[src/rtl/param_block_loader.sv]
// Streams `count` words from a shared read-only parameter BRAM into a flat register vector.
// The loader owns only the read port signals; the memory itself and any arbitration live outside.
module param_block_loader #(
  parameter int W          = 8,
  parameter int MAX_COUNT  = 64,
  parameter int ADDR_WIDTH = 15,
  parameter int RD_LATENCY = 2,
  parameter int CNT_W      = $clog2(MAX_COUNT + 1)
) (
  input  logic                   clk,
  input  logic                   rst_n,
  input  logic                   start,
  input  logic                   abort,
  input  logic [ADDR_WIDTH-1:0]  base_addr,
  input  logic [CNT_W-1:0]       count,
  output logic                   busy,
  output logic                   done,
  output logic                   mem_en,
  output logic [ADDR_WIDTH-1:0]  mem_addr,
  input  logic [W-1:0]           mem_dout,
  output logic [MAX_COUNT*W-1:0] data_out
);

  typedef enum logic [1:0] {S_IDLE, S_ISSUE, S_DRAIN, S_DONE} state_t;

  state_t                  r_state, w_next;
  logic [ADDR_WIDTH-1:0]   r_base, r_mem_addr;
  logic [CNT_W-1:0]        r_cnt, r_iss, r_wr, w_cnt_clamp;
  logic [RD_LATENCY-1:0]   r_vld;
  logic                    r_mem_en;
  logic [MAX_COUNT*W-1:0]  r_data;
  logic                    w_idle_like, w_busy, w_accept, w_abort;
  logic                    w_tok, w_last_cap, w_issue;

  assign w_cnt_clamp = (count > CNT_W'(MAX_COUNT)) ? CNT_W'(MAX_COUNT) : count;
  assign w_idle_like = (r_state == S_IDLE) || (r_state == S_DONE);
  assign w_busy      = (r_state == S_ISSUE) || (r_state == S_DRAIN);
  // abort wins over start and over a capture in the same cycle
  assign w_accept    = w_idle_like && start && !abort;
  assign w_abort     = w_busy && abort;
  assign w_tok       = r_vld[RD_LATENCY-1];
  assign w_last_cap  = w_tok && (r_wr == r_cnt - CNT_W'(1));
  assign w_issue     = (r_state == S_ISSUE) && (r_iss < r_cnt);

  always_ff @(posedge clk or negedge rst_n) begin
    if (!rst_n) r_state <= S_IDLE;
    else        r_state <= w_next;
  end

  always_comb begin
    w_next = r_state;
    case (r_state)
      S_IDLE, S_DONE: if (w_accept) w_next = (w_cnt_clamp == '0) ? S_DONE : S_ISSUE;
      S_ISSUE: begin
        if (abort)         w_next = S_IDLE;
        else if (!w_issue) w_next = S_DRAIN;
      end
      S_DRAIN: begin
        if (abort)           w_next = S_IDLE;
        else if (w_last_cap) w_next = S_DONE;
      end
      default: w_next = S_IDLE;
    endcase
  end

  // The first read is issued straight from the accept edge, so r_iss counts reads already issued.
  always_ff @(posedge clk or negedge rst_n) begin
    if (!rst_n) begin
      r_base     <= '0;
      r_cnt      <= '0;
      r_iss      <= '0;
      r_wr       <= '0;
      r_vld      <= '0;
      r_mem_en   <= 1'b0;
      r_mem_addr <= '0;
      r_data     <= '0;
    end else if (w_abort) begin
      r_mem_en <= 1'b0;
      r_vld    <= '0;
    end else if (w_accept) begin
      r_base <= base_addr;
      r_cnt  <= w_cnt_clamp;
      r_wr   <= '0;
      r_vld  <= '0;
      r_data <= '0;
      if (w_cnt_clamp != '0) begin
        r_mem_en   <= 1'b1;
        r_mem_addr <= base_addr;
        r_iss      <= CNT_W'(1);
      end else begin
        r_mem_en <= 1'b0;
        r_iss    <= '0;
      end
    end else begin
      r_vld[0] <= r_mem_en;
      for (int unsigned j = 1; j < RD_LATENCY; j++) r_vld[j] <= r_vld[j-1];
      if (w_issue) begin
        r_mem_en   <= 1'b1;
        r_mem_addr <= r_base + ADDR_WIDTH'(r_iss);
        r_iss      <= r_iss + CNT_W'(1);
      end else begin
        r_mem_en <= 1'b0;
      end
      if (w_tok) r_wr <= r_wr + CNT_W'(1);
      for (int unsigned i = 0; i < MAX_COUNT; i++)
        if (w_tok && (r_wr == CNT_W'(i))) r_data[i*W +: W] <= mem_dout;
    end
  end

  assign busy     = w_busy;
  assign done     = (r_state == S_DONE);
  assign mem_en   = r_mem_en;
  assign mem_addr = r_mem_addr;
  assign data_out = r_data;

endmodule

[config.mk]
export PLATFORM = sky130hd
export DESIGN_NAME = param_block_loader
export DESIGN_NICKNAME = d
export VERILOG_FILES = /design/src/rtl/param_block_loader.sv
export SDC_FILE = /design/constraint.sdc
export NUM_CORES = 1
export LEC_CHECK = 0
export BUFFER_PORTS_ARGS = -buffer_cell sky130_fd_sc_hd__buf_2
export CAP_MARGIN = 20
export CORE_AREA = 2 2 221 223
export DETAILED_ROUTE_END_ITERATION = 10
export DIE_AREA = 0 0 223 225
export GPL_ROUTABILITY_DRIVEN = 0
export PLACE_DENSITY = 0.76
export SYNTH_ARGS = -nofsm -noshare
export SYNTH_HDL_FRONTEND = slang
export SYNTH_SLANG_ARGS = --single-unit
[constraint.sdc]
create_clock -name clk -period 6.8 [get_ports clk]
set_clock_uncertainty 0.1 [all_clocks]
set_input_delay 0.68 -clock clk [delete_from_list [all_inputs] [get_ports clk]]
set_output_delay 0.68 -clock clk [all_outputs]
set_load 0.1 [all_outputs]
* Yosys cells after proc, flatten, opt, wreduce, memory -nomap -nowiden *
Cells that the tools add are included.

cells by class
  $add $sub $neg = 4
  $lt $le $gt $ge = 2
  equality and inequality tests = 71
  muxes and demuxes = 87
  bitwise logic cells = 1
  reductions and logical operators = 212

operator list
  kind                                                                   number
  512-bit 2-to-1 mux                                                     1
  8-bit 2-to-1 mux                                                       64
  7-bit by 6-bit equality test with 1-bit output, second input constant  32
  2-bit AND reduction                                                    67
  2-bit nonzero test                                                     66
  7-bit by 5-bit equality test with 1-bit output, second input constant  16
  1-bit logical AND                                                      69
  7-bit by 4-bit equality test with 1-bit output, second input constant  8
  15-bit 2-to-1 mux                                                      3
  7-bit 2-to-1 mux                                                       5
  7-bit by 3-bit equality test with 1-bit output, second input constant  4
  2-bit 2-to-1 mux                                                       8
  15-bit by 7-bit adder with 15-bit output                               1
  7-bit by 1-bit adder with 7-bit output, second input constant          2
  7-bit by 2-bit equality test with 1-bit output, second input constant  2
  7-bit logical NOT                                                      2
  7-bit by 1-bit equality test with 1-bit output, second input constant  1
  7-bit equality test                                                    1
  7-bit greater-than comparator, second input constant                   1
  7-bit less-than comparator                                             1
  7-bit nonzero test                                                     1
  7-bit by 1-bit subtractor with 7-bit output, second input constant     1
  3-bit != test, second input constant                                   2
  2-bit one-hot mux with 3 select lines                                  1
  11 further kinds                                                       18

word-level totals
  register bits = 568
  bits of input ports = 34
  output and inout bits = 530
  word-level logic and storage cells = 449

* Depth between registers and ports, before layout *
Gate-level depths: netlist (run 1).

  depth in word-level cells = 6
  mapped depth = 10
  mapped depth without buffers = 9

* Worst setup path after synthesis (run 1) *
Ideal clock, no wire load.

  kind = register to register
  from = register r_state[0]
  to = register r_mem_addr[2], in the netlist mem_addr[2]
  library setup time = 0.125 ns
  arrival = 2.320 ns
  required time = 6.575 ns
  setup slack = 4.254 ns
  stages on the path, launching flop included = 8
  path buffers = 1
  period minus slack after synthesis = 2.546 ns
  cells stage by stage = dfrtp_1 > inv_1 > ha_1 > inv_1 > a21oi_2 > a21o_1 > buf_2 > mux2_2

on the way
  elaborated cells on any way between the ends = 15
  classes of those cells = eq/ne (4); mux (1); bitwise (1); reduce/logical (9)

RTL lines
  what                                                                                          line  text
  start, declared                                                                               26    state_t r_state, w_next;
  start signal, assigned                                                                        47    else r_state <= w_next;
  2-bit by 1-bit equality test with 1-bit output / 2-bit equality test (equally long branches)  37    assign w_busy = (r_state == S_ISSUE) || (r_state == S_DRAIN);
  1-bit logical OR *                                                                            37
  named net busy                                                                                16    output logic busy,
  1-bit logical AND *                                                                           40    assign w_abort = w_busy && abort;
  1-bit NOT (no source line) *                                                                  --
  3-bit AND reduction (no source line) *                                                        --
  end signal, assigned                                                                          88    r_mem_addr <= base_addr;
  end signal, assigned                                                                          99    r_mem_addr <= r_base + ADDR_WIDTH'(r_iss);
  end, declared                                                                                 27    logic [ADDR_WIDTH-1:0] r_base, r_mem_addr;

The timed path passes the listed nets; every way through them passes the cells marked *.
A chain may end at the register's enable or synchronous reset.

* Worst setup path in the final report (run 1) *
  from = register r_state[0]
  to = register r_data[0], in the netlist data_out[0]

on the way
  word-level cells in the longest chain between the ends = 6
  elaborated cells on any way between the ends = 13
  classes of those cells = eq/ne (3); mux (1); bitwise (1); reduce/logical (8)

ends and longest elaborated chain
  what                                                             line  text
  2-bit equality test / 2-bit logical NOT (equally long branches)  36    assign w_idle_like = (r_state == S_IDLE) || (r_state == S_DONE);
  1-bit logical OR                                                 36
  1-bit logical AND (2 in a row)                                   39    assign w_accept = w_idle_like && start && !abort;
  2-bit nonzero test (no source line)                              --
  2-bit AND reduction (no source line)                             --
  end signal, assigned by index                                    106   if (w_tok && (r_wr == CNT_W'(i))) r_data[i*W +: W] <= mem_dout;
  end, declared                                                    31    logic [MAX_COUNT*W-1:0] r_data;

Several ways; a longest one is shown, not always the timed one.

==> results of run 1 <==
-- per-layer routing --
| layer | share of wire (%) | track usage, % | vias to the layer above |
|---|---|---|---|
| li1 | - | - | 8272 |
| met1 | 42 | 39.7 | 9445 |
| met2 | 46 | 46.6 | 756 |
| met3 | 7.3 | 6.65 | 191 |
| met4 | 4.7 | 13.6 | 0 |
| met5 | 0 | 0 | - |
-- worst max-delay path, stage by stage, from the launching register on --
cell	delay [ns]
dfrtp_1	0.41
inv_1	0.07
ha_1	0.41
nand2b_2	0.23
nand2_4	0.12
or4_2	0.72
buf_4	0.40
nor4b_4	0.68
mux2i_1	0.28
nor2_1	0.06
-- cells in the mapped netlist, drive strengths merged (2+ instances only) --
master | count | area share (%)
a211oi | 3 | 0.092
a21o | 6 | 0.18
a21oi | 53 | 1.1
a31oi | 15 | 0.38
a41oi | 2 | 0.072
and2 | 9 | 0.23
and3 | 8 | 0.21
and4 | 2 | 0.072
buf | 42 | 1.0
clkbuf | 113 | 1.7
dfrtp | 568 | 58
ha | 22 | 1.1
inv | 16 | 0.25
mux2 | 17 | 0.78
mux2i | 426 | 17
nand2 | 160 | 2.5
nand2b | 5 | 0.14
nand3 | 47 | 1.2
nand3b | 9 | 0.28
nand4 | 12 | 0.38
nand4b | 2 | 0.072
nor2 | 499 | 8.7
nor2b | 4 | 0.10
nor3 | 6 | 0.12
nor3b | 2 | 0.082
nor4 | 2 | 0.051
nor4b | 3 | 0.23
o21ai | 72 | 1.5
o21bai | 2 | 0.062
o22ai | 3 | 0.077
or4 | 3 | 0.092
xnor2 | 17 | 0.61
xor2 | 11 | 0.39
-- registers in the layout, summed over array words and instances (netlist names) --
register / count
data_out: 512
mem_addr: 15
r_base: 15
r_cnt: 7
r_iss: 7
r_wr: 7
r_state: 2
r_vld: 2
mem_en: 1
-- final cells by class --
| class | instances | area share, % |
|---|---|---|
| Multi-Input combinational cell | 1433 | 32.0 |
| Timing Repair Buffer | 591 | 10.5 |
| Clock buffer | 77 | 5.66 |
| Clock inverter | 31 | 0.973 |
| Tap cell | 615 | 2.60 |
| Sequential cell | 568 | 48.0 |
| Inverter | 16 | 0.203 |
-- placed cells by master, fill, tap and decap left out, types with 22 or more instances in the layout --
cell	instances
nand3_1	37
nor2_2	22
dfrtp_1	568
mux2i_1	426
buf_4	22
buf_2	562
ha_1	22
o21ai_0	69
a21oi_1	52
clkbuf_16	59
nand2_1	159
nor2_1	463
-- power by group through the flow --
stage	logic [mW]	clock network [mW]	registers, mW
after CTS	3.97	3.30	3.98
after global placement	3.88	0	4.02
after global routing	4.18	3.42	4.02
after detailed placement	3.95	0	4.04
final	3.97	3.25	3.99
after floorplan	1.31	0	5.88
-- stage by stage --
step	area [um^2]	worst slack, ns	std cells	utilization, %
floorplan	24400	4.25	2172	-
CTS	29500	3.12	3327	62.1
finish	29600	3.16	3331	62.2
detailed placement	27600	3.15	3219	58.0
global placement	27600	3.30	3219	58.0
global route	29600	2.96	3331	62.2
-- worst paths after layout --
check | start | end | slack [ns] | cells after the start
max | r_state[0] | data_out[0] | 3.16 | 9
min | rst_n | data_out[62] | 0.04 | 1
max reg2reg | r_state[0] | data_out[0] | 3.16 | 9
min reg2reg | r_base[14] | r_base[14] | 0.38 | 2
max in group asynchronous | rst_n | data_out[257] | 4.89 | 2
min in group clk | base_addr[9] | r_base[9] | 0.19 | 3
-- logic make-up after synthesis --
| group | after synthesis |
|---|---|
| and+or+nand+nor | 775 |
| DFF | 568 |
| muxes | 443 |
| buffers and inverters | 171 |
| AOI/OAI and AO/OA | 164 |
| xor gates and xnor gates | 28 |
| adders and majority gates | 23 |
==> metrics, run 1 <==
status=completed; Seq/Total Area, Yosys=58.2%; drt drc=0; I/O Buffers=563; Tot Pwr=11.2 mW; final hold violations=0; flops & latches, synth=approximately 570; TritonCTS clock tree=done; NetSw=4.87 mW; Logic pwr share=between 30 and 40%; EDFF count, synth=0; min Tclk post-route=approximately 3.6 ns; # diodes=0; Post-Syn Nets=about 2200; register area=14200 um^2; Clk pwr share=between 20% and 30%; clock buffer depth=3; via density per instance=5.60; clock slew at reported path FFs=~0.06 ns; Seq pwr share=between 30 and 40%; Syn. warnings=0; Critical Path RT=7.15 ns; area fraction in compound gates after synthesis=under 10%; drt wl/cell=about 23 um; HP Class=in2async; initial antenna violation count=0; worst hold margin=between 0.04 and 0.05 ns; Slew Limit Fails=0; worst slew pin tran=1.16 ns; Area growth syn-to-layout=21.2%; CP startpoint kind=flip-flop; GR Overflow Total=0; largest family of logic cells by synthesized area=multiplexers; setup violators final=0; Routed Antenna Nets=0; DR iter-0 viols=between 1000 and 1500; standard-cell rows=80; multi-input combinational cell area=between 9000 and 10000 um^2; final WL=75.4 mm; DIE WIDTH=223 um; Post-synth ARST share=between 90% and 100%; Slew headroom=a little under a quarter; DP HPWL=between 40 and 50 mm; setup TNS=0 ns; Synth Area in Adders=between 1 and 1.5%; multiplexer area fraction after synthesis=~18%; XOR/XNOR share of the synthesized area=roughly 1.0%; unique cell type count in the Yosys netlist=around 60; simple-gate share of the synthesized area=14.5%; core area=47500 um^2; CTS Hold Bufs=0; WS Path Type=reg2reg; Layout fillers=3808; layout cells sized above 1=28.4%; Syn Area/Cell=about 11 um^2; largest net degree at the start of global routing=about 240; Post-CTS Resized=0; PD cells=379 nW/um^2; Initial Utilization=about half; fin crit share=a little over half; die area=50200 um^2; Post-synth top flop=dfrtp_1; IO Pins=approximately 560; worst vdd ir=about 0.00035 V; Int Power=6.33 mW; Max-Cap Viols=0; Die Height=225 um; TritonRoute pass-1 iters=6; critical path endpoint category=flip-flop; setup repair bufs after CTS=0; Pleak=16.5 nW; Syn Inst Count=2172; fin nets=about 2700; H-tree levels=2; RSZ-0062 raised after global routing=false; Mapped Area=24400 um^2; CP Max Fanout=15; CTS root buffer=clkbuf_16; CP Data Arrival Time=~4.0 ns; via count=~19000; switch share=43.5%; # clock sinks=approximately 570; number of global-route vias before repair=roughly 19000; CTS buffer count=58; clk_lat worst skew=~0.6 ns; Total Routing Usage GR=~30%; global-route wire length before repair=between 100 and 150 mm; FMAX=approximately 270 MHz
No activity file was read; power rests on OpenSTA's default activity.
==> run 2: changes to the inputs <==
CORE_AREA = 2 2 222 224   (was 2 2 221 223)
DIE_AREA = 0 0 224 226   (was 0 0 223 225)
clock period = 3.6 ns   (was 6.8 ns; I/O delays follow)
==> run 2 against run 1 <==
Compared with the run above: core utilization up 0.28 points; hold slack improved by 0.042 ns; sequential cell count unchanged; routed wire length grew 0.47%; die area rose by 0.89%; total power is 90% higher; global-route usage fell by 0.26 points; critical endpoint is now data_out[400]; critical path type unchanged; combinational power is 93% higher; largest cell class unchanged; first-iteration DRC count shrank 6.2%; fmax grew 20%; sequential share of layout area shrank 1.0 points; count of clock-buffer cells in the layout up 5.
==> metrics, run 2 (synthesized netlist as in run 1, its figures left out) <==
crit path cell chain=inv_1 > ha_1 > nand2b_2 > nand2_4 > nor2_1 > and3_1 > nand3_1 > mux2i_1 > nor2_1; core area=48300 um^2 (+1.7%); drt drc=0 (unchanged); TritonCTS clock tree=done; CTS root buffer=clkbuf_16; via count=19000 (+1.5%); CP Data Arrival Time=3.42 ns (-0.58 ns); uppermost layer routed=met4; worst r2r dst=data_out[400]; worst hold margin=0.0846 ns (+0.0424 ns); # diodes=0 (unchanged); buffers and inverters on the worst path=1 (-1); status=completed; largest net degree at the start of global routing=111 (-53%); Layout fillers=3795 (-0.34%); commonest non-fill, non-tap cell in the layout=dfrtp_1; CP dominant cell by count=nor2_1; register area=14200 um^2 (unchanged); IO Pins=564 (unchanged); number of global-route vias before repair=18900 (+1.2%); H-tree levels=2 (unchanged); max reg flops=512 (unchanged); Pleak=16.9 nW (+1.9%); Worst Slack Setup Final=0.567 ns (-2.59 ns); layout cells sized above 1=28.7% (+0.33 points); worst vdd ir=0.000430 V (+22%); Post-DP Area=28100 um^2 (+1.8%); TritonRoute pass-1 iters=7 (+1); setup violators final=0 (unchanged); clock slew at reported path FFs=0.07 ns (about the same); Post-CTS Resized=0 (unchanged); CP startpoint kind=flip-flop; Die Height=226 um (+0.44%); CTS Hold Bufs=23 (+23); Initial Utilization=50.5% (-0.85 points); CTS buffer count=58 (unchanged); final WL=75.8 mm (+0.47%); setup repair bufs after CTS=0 (unchanged); min Tclk post-route=3.03 ns (-0.612 ns); global-route wire length before repair=115 mm (+0.39%); GR Overflow Total=0 (unchanged); PD cells=703 nW/um^2 (+86%); die area=50600 um^2 (+0.89%); Clk pwr share=28.4% (-0.6 points); commonest non-fill, non-tap cells in the layout=568 x dfrtp_1, 562 x buf_2, 463 x nor2_1; I/O Buffers=563 (unchanged); Worst R2R Path Depth=9 (unchanged); fin nets=2791 (+2.4%); WL met2=36.2 mm (+4.2%); met1 wire length=30.9 mm (-2.0%); WS Path Type=reg2reg; Worst path slowest cell=and3_1; DP HPWL=51.2 mm (+4.1%); Critical Path RT=3.98 ns (-3.17 ns); clock buffer depth=3 (unchanged); Tot Pwr=21.2 mW (+90%); drt wl/cell=22.3 um (-1.4%); Routed Antenna Nets=0 (unchanged); clk_lat worst skew=0.59 ns (about the same); Int Power=12.1 mW (+91%); via density per instance=5.58 (-0.34%); pre-CTS setup slack=0.630 ns (-2.52 ns); # clock sinks=568 (unchanged); Logic pwr share=36.1% (+0.7 points); Area growth syn-to-layout=23.8%; Slew Limit Fails=0 (unchanged); fin area=30200 um^2 (+2.1%); RR Startpoint=r_state[0]; final hold violations=0 (unchanged); switch share=43.1% (-0.36 points); CP delay by family, top=simple AND/OR/NAND/NOR gates; FMAX=330 MHz (+20%); setup TNS=0 ns (unchanged); Hold Crit Endpoint=data_out[511]; DR WL met3=5.56 mm (+0.29%); critical path endpoint category=flip-flop; RSZ-0062 raised after global routing=false; DIE WIDTH=224 um (+0.45%); Hold Path Stages=3; Slew headroom=29.4% (+6.8 points); initial antenna violation count=0 (unchanged); Worst Hold Launch=mem_dout[7]; multi-input combinational cell area=9480 um^2 (about the same); NetSw=9.16 mW (+88%); CP Max Fanout=12 (-3); Total Routing Usage GR=29.4% (-0.26 points); standard-cell rows=81 (+1.3%); HP Class=in2reg; DR iter-0 viols=1397 (-6.2%); fin crit share=84.2% (+31 points); Seq pwr share=35.5% (about the same); worst slew pin tran=1.05 ns (-0.108 ns); Max-Cap Viols=0 (unchanged); R2R setup slack=0.57 ns (-2.59 ns); CP max stage delay=0.53 ns (-0.19 ns)
-- run 2: how the worst max path moves through the flow --
stage,startpoint,end,slack (ns),depth (start not counted)
floorplan,r_state[0],mem_addr[2],1.05,7
global placement,r_state[0],data_out[96],0.73,7
detailed placement,r_state[0],data_out[26],0.63,9
CTS,r_state[0],data_out[400],0.59,9
global route,r_state[0],data_out[414],0.37,9
finish,r_state[0],data_out[400],0.57,9
-- run 2: power by group through the flow --
stage / clock [mW] / sequential (mW) / combinational [mW]
floorplan: 0 / 11.1 / 2.48
detailed placement: 0 / 7.64 / 7.63
global placement: 0 / 7.60 / 7.48
global route: 6.39 / 7.62 / 8.08
finish: 6.04 / 7.54 / 7.67
CTS: 6.12 / 7.54 / 7.66
-- run 2: worst reg2reg max path: stages, from the launching register on --
cell      delay [ns]
dfrtp_1         0.40
inv_1           0.06
ha_1            0.40
nand2b_2        0.23
nand2_4         0.11
nor2_1          0.16
and3_1          0.53
nand3_1         0.53
mux2i_1         0.33
nor2_1          0.07
-- run 2: cell type report --
| type | instances | area share (%) |
|---|---|---|
| Inverter | 16 | 0.199 |
| Multi-Input combinational cell | 1433 | 31.4 |
| Tap cell | 622 | 2.58 |
| Timing Repair Buffer | 657 | 12.6 |
| Sequential cell | 568 | 47.0 |
| Clock inverter | 16 | 0.729 |
| Clock buffer | 82 | 5.50 |
-- run 2: routing by layer --
metal,vias up,global-route usage (%)
met5,-,0
met4,0,12.5
met3,170,6.06
met2,762,47.1
met1,9625,39.3
li1,8395,-
-- run 2: through the flow --
| stage | util [%] | instances |
|---|---|---|
| 2_1_floorplan | - | 2172 |
| 3_3_place_gp | 58.1 | 3271 |
| 3_5_place_dp | 58.1 | 3271 |
| 4_1_cts | 62.5 | 3392 |
| 5_1_grt | 62.5 | 3394 |
| 6_report | 62.5 | 3394 |
